$ cat config.mk
export PLATFORM = sky130hd
export DESIGN_NAME = ksa_multiword_adder
export DESIGN_NICKNAME = d
export VERILOG_FILES = /design/src/rtl/ksa_multiword_adder.sv
export SDC_FILE = /design/constraint.sdc
export NUM_CORES = 1
export LEC_CHECK = 0
export ABC_CLOCK_PERIOD_IN_PS = 5140
export CAP_MARGIN = 20
export CELL_PAD_IN_SITES_DETAIL_PLACEMENT = 1
export CELL_PAD_IN_SITES_GLOBAL_PLACEMENT = 1
export CORE_ASPECT_RATIO = 2
export CORE_MARGIN = 1
export CORE_UTILIZATION = 50
export CTS_BUF_LIST = sky130_fd_sc_hd__clkbuf_4 sky130_fd_sc_hd__clkbuf_8
export DETAILED_ROUTE_END_ITERATION = 8
export DONT_BUFFER_PORTS = 1
export PLACE_DENSITY = 0.95
export SLEW_MARGIN = 20
export SYNTH_ARGS = -nofsm -noshare
export SYNTH_HDL_FRONTEND = slang
export SYNTH_SLANG_ARGS = --single-unit
$ cat constraint.sdc
create_clock -name clk -period 5.14 [get_ports clk]
set_input_delay 1.028 -clock clk [delete_from_list [all_inputs] [get_ports clk]]
set_output_delay 1.028 -clock clk [all_outputs]
set_load 0.02 [all_outputs]
$ cat src/rtl/ksa_multiword_adder.sv
// Streaming multi-word adder: W-bit beats, LS beat first, carry chained through one Kogge-Stone adder.
// Optional subtract mode (in_sub port) enabled by defining KSA_MW_SUB_EN.

module KoggeStoneAdder #(
    parameter int unsigned N = 64
) (
    input  logic [N-1:0] i_a,
    input  logic [N-1:0] i_b,
    input  logic         i_cin,
    output logic [N-1:0] o_s,
    output logic         o_cout,
    output logic         o_overflow_flag
);
    localparam int unsigned LV = $clog2(N);

    logic [N-1:0] w_g [0:LV];
    logic [N-1:0] w_p [0:LV];
    logic [N-1:0] w_hp;
    logic [N:0]   w_c;

    // Parallel-prefix carry tree; carry-in folded into bit 0's generate
    always_comb begin
        w_hp    = i_a ^ i_b;
        w_g[0]  = i_a & i_b;
        w_p[0]  = w_hp;
        w_g[0][0] = (i_a[0] & i_b[0]) | (w_hp[0] & i_cin);
        for (int l = 1; l <= int'(LV); l++) begin
            w_g[l] = w_g[l-1];
            w_p[l] = w_p[l-1];
            for (int i = (1 << (l - 1)); i < int'(N); i++) begin
                w_g[l][i] = w_g[l-1][i] | (w_p[l-1][i] & w_g[l-1][i - (1 << (l - 1))]);
                w_p[l][i] = w_p[l-1][i] & w_p[l-1][i - (1 << (l - 1))];
            end
        end
        w_c             = {w_g[LV], i_cin};
        o_s             = w_hp ^ w_c[N-1:0];
        o_cout          = w_c[N];
        o_overflow_flag = w_c[N] ^ w_c[N-1];
    end
endmodule

module ksa_multiword_adder #(
    parameter  int unsigned W         = 64,
    parameter  int unsigned MAX_BEATS = 8,
    localparam int unsigned IW        = (MAX_BEATS > 1) ? $clog2(MAX_BEATS) : 1
) (
    input  logic          clk,
    input  logic          rst,
    input  logic          in_valid,
    output logic          in_ready,
    input  logic [W-1:0]  in_a,
    input  logic [W-1:0]  in_b,
    input  logic          in_cin,
    input  logic          in_last,
`ifdef KSA_MW_SUB_EN
    input  logic          in_sub,
`endif
    output logic          out_valid,
    input  logic          out_ready,
    output logic [W-1:0]  out_sum,
    output logic          out_last,
    output logic [IW-1:0] out_idx,
    output logic          out_cout,
    output logic          out_ovf,
    output logic          out_err
);
    typedef enum logic {ST_FIRST, ST_CONT} state_t;

    state_t        r_state;
    state_t        w_state_nxt;
    logic          r_carry;
    logic          r_err;
    logic [IW-1:0] r_idx;
    logic          w_accept;
    logic          w_first;
    logic          w_sub;
    logic          w_cin;
    logic          w_sat;
    logic [W-1:0]  w_b;
    logic [W-1:0]  w_s;
    logic          w_cout;
    logic          w_ovf;

    assign in_ready = !out_valid | out_ready;
    assign w_accept = in_valid & in_ready;
    assign w_first  = (r_state == ST_FIRST);
    assign w_sat    = (r_idx == IW'(MAX_BEATS - 1));

`ifdef KSA_MW_SUB_EN
    logic r_sub;
    assign w_sub = w_first ? in_sub : r_sub;
`else
    assign w_sub = 1'b0;
`endif

    // Subtraction is A + ~B + 1; the +1 rides on the first beat's carry-in
    assign w_b   = w_sub ? ~in_b : in_b;
    assign w_cin = w_first ? (w_sub | in_cin) : r_carry;

    KoggeStoneAdder #(.N(W)) u_ksa (
        .i_a             (in_a),
        .i_b             (w_b),
        .i_cin           (w_cin),
        .o_s             (w_s),
        .o_cout          (w_cout),
        .o_overflow_flag (w_ovf)
    );

    always_ff @(posedge clk) begin
        if (rst) r_state <= ST_FIRST;
        else     r_state <= w_state_nxt;
    end

    always_comb begin
        w_state_nxt = r_state;
        if (w_accept) w_state_nxt = in_last ? ST_FIRST : ST_CONT;
    end

    // r_err arms once a non-last beat lands on the final index: every later beat of the op is excess
    always_ff @(posedge clk) begin
        if (rst) begin
            r_carry <= 1'b0;
            r_idx   <= '0;
            r_err   <= 1'b0;
        end else if (w_accept) begin
            r_carry <= w_cout;
            if (in_last) begin
                r_idx <= '0;
                r_err <= 1'b0;
            end else if (w_sat) begin
                r_err <= 1'b1;
            end else begin
                r_idx <= r_idx + IW'(1);
            end
        end
    end

`ifdef KSA_MW_SUB_EN
    always_ff @(posedge clk) begin
        if (rst)                      r_sub <= 1'b0;
        else if (w_accept && w_first) r_sub <= in_sub;
    end
`endif

    // Single output stage: loads on accept, drops valid on a handshake with nothing behind it
    always_ff @(posedge clk) begin
        if (rst) begin
            out_valid <= 1'b0;
            out_sum   <= '0;
            out_last  <= 1'b0;
            out_idx   <= '0;
            out_cout  <= 1'b0;
            out_ovf   <= 1'b0;
            out_err   <= 1'b0;
        end else if (w_accept) begin
            out_valid <= 1'b1;
            out_sum   <= w_s;
            out_last  <= in_last;
            out_idx   <= r_idx;
            out_cout  <= in_last & w_cout;
            out_ovf   <= in_last & w_ovf;
            out_err   <= r_err;
        end else if (out_ready) begin
            out_valid <= 1'b0;
        end
    end
endmodule

# After elaboration in Yosys (flattened, before gate mapping)
# Index checks and enable logic that the tools add are counted.
[classes]
add_sub_neg = 1
n_eq_ne = 2
muxes = 8
bitwise_logic = 911
n_reduce_logical = 5
[ops]
columns = ["cell", "n"]
rows = [
  ["$and 1x1->1", 584],
  ["$or 1x1->1", 323],
  ["$xor 64x64->64", 2],
  ["$and 64x64->64", 1],
  ["$mux 1", 6],
  ["$mux 3", 2],
  ["$reduce_and 2->1", 2],
  ["$reduce_bool 2->1", 2],
  ["$add 3x1->3 const B", 1],
  ["$eq 3x3->1 const B", 1],
  ["$ne 2x2->1 const B", 1],
  ["$logic_not 1->1", 1],
  ["$xor 1x1->1", 1],
]
[word_totals]
regBits = 78
inputBits = 134
out_inout_bits = 73
word_cells = 938

# Longest topological paths before layout
# Gate-level depths: netlist of run 1.
[logic_depth]
ltp_word = 17
mapped_depth = 14
depth_no_buf = 14

# Cells and area by module
# Synthesis of run 1 repeated with hierarchy kept, for this count alone.
[hier_totals]
hier_cells = 909
area_unflattened_um2 = 6710.2
[modules_own_cells]
columns = ["module", "n_inst", "cells_each", "area_each_um2"]
rows = [
  ["KoggeStoneAdder", 1, 546, 3692.3],
  ["ksa_multiword_adder", 1, 363, 3017.9],
]

# Worst setup path before layout of run 1
# No wires, ideal clock.
[synth_timing]
path_kind = "input to register"
startpoint = "input in_cin"
endpoint = "register out_ovf"
setup_ns = 0.062
arrival_ns = 3.682
required_ns = 5.078
path_slack_ns = 1.396
path_stages = 14
path_buffers = 0
path_cell_list = "mux2_2 -> fa_1 -> inv_1 -> fa_1 -> nor2b_1 -> o2111ai_1 -> a21oi_1 -> o2111ai_1 -> and3_1 -> o31a_1 -> o21ai_2 -> a211o_1 -> or3_1 -> nand3_1"
[synth_via]
elab_chain_len = 17
[synth_lines]
columns = ["element", "line", "source"]
rows = [
  ["from (decl)", "53", "input logic in_cin,"],
  ["$mux 1 *", "98", "assign w_cin = w_first ? (w_sub | in_cin) : r_carry;"],
  ["$and 1x1->1 *", "26", "w_g[0][0] = (i_a[0] & i_b[0]) | (w_hp[0] & i_cin);"],
  ["$or 1x1->1 *", "26", ""],
  ["$and 1x1->1", "31", "w_g[l][i] = w_g[l-1][i] | (w_p[l-1][i] & w_g[l-1][i - (1 << (l - 1))]);"],
  ["$or 1x1->1", "31", ""],
  ["$and 1x1->1", "31", ""],
  ["$or 1x1->1", "31", ""],
  ["$and 1x1->1", "31", ""],
  ["$or 1x1->1", "31", ""],
  ["$and 1x1->1", "31", ""],
  ["$or 1x1->1", "31", ""],
  ["$and 1x1->1", "31", ""],
  ["$or 1x1->1", "31", ""],
  ["$and 1x1->1", "31", ""],
  ["$or 1x1->1", "31", ""],
  ["$xor 1x1->1 *", "38", "o_overflow_flag = w_c[N] ^ w_c[N-1];"],
  ["$and 1x1->1 *", "161", "out_ovf <= in_last & w_ovf;"],
  ["to (signal assigned)", "161", ""],
  ["to (decl)", "64", "output logic out_ovf,"],
]
# Mark *: on every way between the ends. The rest lies on a longest branch, timed or not.
# A chain may end at the register's enable or synchronous reset.

# Worst setup path after layout of run 1
[layout_timing]
startpoint = "input in_cin"
endpoint = "register out_sum[58]"
[layout_via]
elab_chain_len = 12
[layout_lines]
columns = ["element", "line", "source"]
rows = [
  ["$mux 1", "98", ""],
  ["$and 1x1->1", "26", ""],
  ["$or 1x1->1", "26", ""],
  ["$and 1x1->1", "31", ""],
  ["$or 1x1->1", "31", ""],
  ["$and 1x1->1", "31", ""],
  ["$or 1x1->1", "31", ""],
  ["$and 1x1->1", "31", ""],
  ["$or 1x1->1", "31", ""],
  ["$and 1x1->1", "31", ""],
  ["$or 1x1->1", "31", ""],
  ["$xor 64x64->64", "36", "o_s = w_hp ^ w_c[N-1:0];"],
  ["to (signal assigned)", "157", "out_sum <= w_s;"],
  ["to (decl)", "60", "output logic [W-1:0] out_sum,"],
]
# Every way passes these cells.

==> run metrics, run 1 <==
status=finished clean; Filler cells=1632; hold slack=0.477 ns; Worst Setup End Kind=flip-flop; ANT cells=0; period utilization=75.0%; multiplexer area fraction after synthesis=0.480%; Final Hold Violating Endpoints=0; Antenna Violating Nets Remaining=0; grt ovf=0; Slew headroom=36.6%; vias in the first global route=6851; crit path cell chain=mux2_2 > fa_1 > inv_1 > fa_1 > nor2b_1 > o2111ai_1 > a21oi_1 > o21ai_0 > a21oi_1 > o221ai_1 > o31a_1 > o21ai_0 > xnor2_1 > o21ai_0; reg-to-reg slack, setup=1.50 ns; clk_lat worst skew=0.38 ns; Final TNS setup=0 ns; number of top-level pins=207; power per cell area=289 nW/um^2; Worst EP arrival=4.10 ns; Synth top area share=24.0%; Synth cell types=75; Hold Buf Count CTS=0; Starting Density=51.6%; GRT Util Overall=33.6%; CP required=5.38 ns; P&R area growth vs syn=3.13%; clock sinks=78; H-tree levels=3; Critical Path Slowest Stage Cell=fa_1; die area=13500 um^2; Post-synth EDFFs=0; Placed Cells=983; synth warn=0; Post-CTS Setup Inserts=0; register bit count reported by yosys=78; drt initial violations=245; combinational family with the most area after synthesis=compound AO/OA/AOI/OAI gates; Leak=2.75 nW; Synth Instances=874; drt total wl=22200 um; clock transition at the registers of the reported paths=0.09 ns; fin cells=999; RSZ-0062 raised after global routing=no; top cells by count, synth=nand2_1, a21oi_1, dfxtp_1, ha_1, o21ai_0; root buf cell=clkbuf_8; top-count cell post-synth=nand2_1; Worst Tran Pin Value=0.948 ns; CTS buffer count=9; average cell area after synthesis=7.45 um^2; DP HPWL=17500 um; adder-cell area share of the yosys netlist=13.1%; vias per inst=6.58; buffers added on ports=0; syn_nets=1075; most used flip-flop cell after synthesis=dfxtp_1; synthesized cell area=6510 um^2; share of layout cells above drive strength 1=5.18%; Die W=82.7 um; Synth area leader=dfxtp_1; nets=1045; first-pass GRT wire length=33900 um; post-layout util=53.2%; Max Cap Viol=0; setup violators final=0; DR vias=6578; crit path kind=in2reg; largest net degree at the start of global routing=84; Post-Route Skew=0.0137 ns; DRC Markers=0; top cells by area, synth=dfxtp_1, ha_1, a21oi_1; Synth Area in XOR/XNOR=7.13%; CTS tree=yes; final slew viol count=0; CTS resizes=0; simple-gate area share of the yosys netlist=22.3%; CP peak stage delay=0.37 ns; Worst path most repeated cell=o21ai_0; Placer Congestion=0.953; Hold/Removal Path Class=reg2reg; Seq/Total Area, Yosys=24.0%; post-synthesis compound-gate area fraction=28.6%; core footprint=12600 um^2; Peak VDD IR=0.165 mV; Async SR Flop Fraction=0%; CP max FO=3; Max Freq=0.259 GHz; wire per inst=22.2 um; clock buffer depth=2; fin crit period=3.86 ns; die height=163 um; Cell Rows=58; CP Launch Type=input pin; initial antenna violation count=0; first drt pass iteration count=4
## registers in the layout (all words and copies together) (netlist names)
signal and cells:
out_err 1, out_valid 1, r_err 1, out_sum 64, out_idx 3, r_state 1
out_ovf 1, r_idx 3, out_last 1, r_carry 1, out_cout 1
## final cells by class
class	count	area [um^2]	area share [%]
timing repair buffer	2	15.0	0.224
sequential	78	1560	23.2
multi-input combinational	732	4670	69.6
inverter	21	78.8	1.17
clock buffer	10	131	1.96
tap	150	188	2.79
clock inverter	6	70.1	1.04
## critical path: cells and delay by family
family,cells,cell delay (ns)
compound gates,8,1.92
mux,1,0.13
buf+inv,1,0.06
xor+xnor,1,0.16
fa+ha+maj,2,0.57
simple gates,1,0.22
## logic make-up after synthesis
kind of cell,Yosys count
AOI/OAI and AO/OA,298
adders and majority gates,67
xor gates and xnor gates,53
and+or+nand+nor,311
muxes,3
DFF,78
buffers and inverters,64
## worst paths after layout
kind | startpoint | end | cells past startpoint
max reg2reg | r_state | out_sum[58] | 14
min reg2reg | r_err | out_err | 2
max | in_cin | out_sum[58] | 14
min | r_err | out_err | 2
## power breakdown
part | total [W] | switching, W | internal (W)
logic | 0.000657 | 0.000406 | 0.000251
clock network | 0.000505 | 0.000271 | 0.000234
registers | 0.000777 | 0.000114 | 0.000662
## routing by layer
metal  vias up  part of all wire, %  global-route usage [%]
met5         -                    0                       0
met4         0                  7.7                    25.8
met3       105                  5.9                    7.93
met2       237                   54                    61.9
met1      3159                   32                    29.5
li1       3077                    -                       -
## through the flow
| stage | total power (W) | cell area (um^2) | setup WS [ns] |
|---|---|---|---|
| global route | 0.00204 | 6720 | 1.09 |
| CTS | 0.00194 | 6720 | 1.34 |
| finish | 0.00194 | 6720 | 1.28 |
| global placement | 0.00142 | 6520 | 1.07 |
| detailed placement | 0.00144 | 6520 | 0.935 |
| floorplan | 0.00127 | 6510 | 1.40 |
## cells in the final DEF (no fill, tap or decap), types with 3 or more instances in the layout
master / Yosys / routed
a22oi_1: 3 / 3
nor3_1: 18 / 18
or3_1: 6 / 6
o21ai_1: 3 / 3
ha_1: 65 / 65
clkbuf_8: 0 / 9
a211o_1: 5 / 5
nand2b_1: 7 / 7
nand3b_1: 13 / 13
nor3b_1: 4 / 4
and3_1: 6 / 6
nor2b_1: 10 / 10
o21bai_1: 13 / 13
o21ai_2: 3 / 3
inv_1: 21 / 21
a31o_2: 3 / 3
nand4_1: 16 / 16
a31oi_1: 13 / 13
nor2_1: 49 / 49
clkinvlp_4: 0 / 3
a21boi_0: 3 / 3
xnor2_1: 34 / 34
o21a_1: 6 / 6
a21oi_1: 131 / 131
nand3_1: 16 / 16
and2_2: 2 / 3
dfxtp_1: 78 / 78
nand2_1: 150 / 149
a211oi_1: 7 / 7
o41ai_1: 3 / 3
o21ai_0: 51 / 51
xor2_1: 19 / 19
a21o_1: 25 / 25
No activity file was read; power rests on OpenSTA's default activity.
==> run 2: changes to the inputs <==
- ABC_CLOCK_PERIOD_IN_PS: 5140 -> 3540
- CORE_UTILIZATION: 50 -> 43
- PLACE_DENSITY: 0.95 -> 0.91
- clock period: 5.14 -> 3.54 ns (I/O delays scaled with it)
==> run 2 against run 1 <==
Against the previous run: sequential cell count did not move; utilization fell by 5.7 points; largest power group unchanged; worst hold slack got worse by 0.10 ns; wire length rose by 3.4%; largest cell class unchanged; highest routed layer unchanged.
==> run metrics, run 2 (synthesis gave the netlist of run 1 again) <==
status=finished clean; clock sinks=78 (unchanged); met2 usage in global routing=57.0% (-4.9 points); CP Launch Type=flip-flop; CP max FO=3 (unchanged); drt total wl=23000 um (+3.4%); Cell Rows=63 (+8.6%); Peak VDD IR=0.196 mV (+19%); Filler cells=1926 (+18%); core footprint=14800 um^2 (+17%); clk_lat worst skew=0.39 ns (about the same); Largest regs=out_sum x64, out_idx x3, r_idx x3; Die W=89.0 um (+7.6%); setup violators final=0 (unchanged); vias per inst=6.15 (-6.6%); Post-Route Skew=0.0164 ns (+0.00267 ns); R2R Path End=out_sum[26]; P&R area growth vs syn=8.13%; drt initial violations=243 (-0.82%); max reg flops=64 (unchanged); busiest grt layer=met2; crit path kind=reg2reg; Starting Density=43.9% (-7.6 points); CTS buffer count=9 (unchanged); Worst Tran Pin Value=0.645 ns (-0.303 ns); commonest non-fill, non-tap cells in the layout=nand2_1, a21oi_1, dfxtp_1; first drt pass iteration count=5 (+1); grt ovf=0 (unchanged); Biggest register=out_sum; H-tree levels=3 (unchanged); clock transition at the registers of the reported paths=0.09 ns (about the same); wire per inst=21.3 um (-4.1%); buffers added on ports=0 (unchanged); ANT cells=0 (unchanged); Hold Path Cell Cnt=1 (-1); Hold EP=out_sum[9]; Final TNS setup=0 ns (unchanged); pre-CTS setup slack=-0.315 ns (-1.25 ns); DRC Markers=0 (unchanged); crit path from=r_state; Leak=2.92 nW (+6.4%); Worst EP arrival=3.69 ns (-0.41 ns); fin crit period=3.38 ns; vias in the first global route=7302 (+6.6%); initial antenna violation count=0 (unchanged); Max Freq=0.296 GHz; final slew viol count=0 (unchanged); power per cell area=405 nW/um^2 (+40%); CP peak stage delay=0.46 ns (+0.09 ns); first-pass GRT wire length=35300 um (+4.2%); met1 Resource Use GR=24.6% (-4.9 points); CTS tree=yes; root buf cell=clkbuf_8; multi-input logic area=4690 um^2 (+0.46%); nets=1080 (+3.3%); die area=15700 um^2 (+16%); register area=1560 um^2 (unchanged); crit path cell chain=mux2_2 > fa_1 > inv_1 > fa_1 > nor2b_1 > o2111ai_2 > a21oi_2 > o21ai_0 > nand2_1 > a21oi_1 > o21ai_0 > buf_4 > xor2_1 > nand2_1 > a21oi_1; R2R Path Start=r_state; die height=176 um (+7.7%); reg-to-reg slack, setup=0.16 ns (-1.34 ns); Critical Path Slowest Stage Cell=o21ai_0; grt met3 use=7.53% (-0.41 points); share of layout cells above drive strength 1=9.29% (+4.1 points); post-route setup slack=0.164 ns (-1.12 ns); CP required=3.85 ns (-1.53 ns); DR vias=6628 (+0.76%); DP HPWL=18600 um (+6.2%); R2R cell count=15 (+1); clock buffer depth=2 (unchanged); largest net degree at the start of global routing=84 (unchanged); Post-CTS Setup Inserts=0 (unchanged); most common cell after layout, fill and taps aside=nand2_1; hold path start=rst; Slew headroom=56.8% (+20 points); Worst Setup End Kind=flip-flop; Placer Congestion=0.977 (+2.6%); number of top-level pins=207 (unchanged); Hold/Removal Path Class=in2reg; post-layout power=0.00285 W (+47%); post-layout util=47.5% (-5.7 points); Final Hold Violating Endpoints=0 (unchanged); Max Cap Viol=0 (unchanged); GRT Util Overall=29.9% (-3.7 points); Antenna Violating Nets Remaining=0 (unchanged); RSZ-0062 raised after global routing=no; hold slack=0.377 ns (-0.0998 ns); period utilization=95.4%
run 2: cell types whose count changed in the layout (fill, tap and decap cells not counted), moves of 2 or more:
cell / delta
clkinvlp_4: -3
a21oi_1: -2
clkinv_2: +3
buf_4: +35
a21oi_2: +2
run 2: power by group:
part           total, W  leakage, nW  switching, W  internal (W)
clock network  0.000702       0.0992      0.000380      0.000322
registers       0.00113        0.642      0.000169      0.000962
logic           0.00102         2.18      0.000602      0.000415
total           0.00285         2.92       0.00115       0.00170
run 2: per-layer routing:
| layer | wire [um] | vias to the layer above |
|---|---|---|
| li1 | - | 3145 |
| met1 | 7310 | 3133 |
| met2 | 12500 | 246 |
| met3 | 1480 | 104 |
| met4 | 1690 | 0 |
| met5 | 0 | - |
run 2: worst max-delay path by stage:
stage                  endpoint  slack [ns]  cells past startpoint
finish              out_sum[26]        0.16                     15
global placement    out_sum[50]       -0.12                     15
CTS                 out_sum[50]        0.05                     15
detailed placement  out_sum[50]       -0.32                     15
global route        out_sum[52]       0.007                     14
floorplan               out_ovf        0.12                     14
run 2: cell type report:
class,count,share of cell area [%]
clock buffers,9,1.76
repair buffers,37,3.94
well taps,195,3.46
flip-flops and latches,78,22.2
clock inverters,6,0.888
inverters,21,1.12
multi-input cells,732,66.6
run 2: timing repair:
action | in CTS | in global routing
hold buffers | 0 | 0
cloned | 0 | 0
hold endpoints to repair | 0 | 0
pin swaps | 0 | 1
endpoints found under the setup margin | 1 | 4
resized for setup | 1 | 3
run 2: per-stage QoR:
| step | instance area, um^2 | cells |
|---|---|---|
| 6_report | 7040 | 1078 |
| 3_3_place_gp | 6830 | 1063 |
| 2_1_floorplan | 6510 | 874 |
| 3_5_place_dp | 6830 | 1063 |
| 4_1_cts | 7020 | 1078 |
| 5_1_grt | 7040 | 1078 |
run 2: critical path: cells and delay by family, from the launching register on:
kind / cells / cell delay [ns]
AOI/OAI and AO/OA: 6 / 1.30
adders and majority gates: 2 / 0.57
and+or+nand+nor: 3 / 0.45
DFF: 1 / 0.34
buffers and inverters: 2 / 0.27
muxes: 1 / 0.23
xor gates and xnor gates: 1 / 0.16
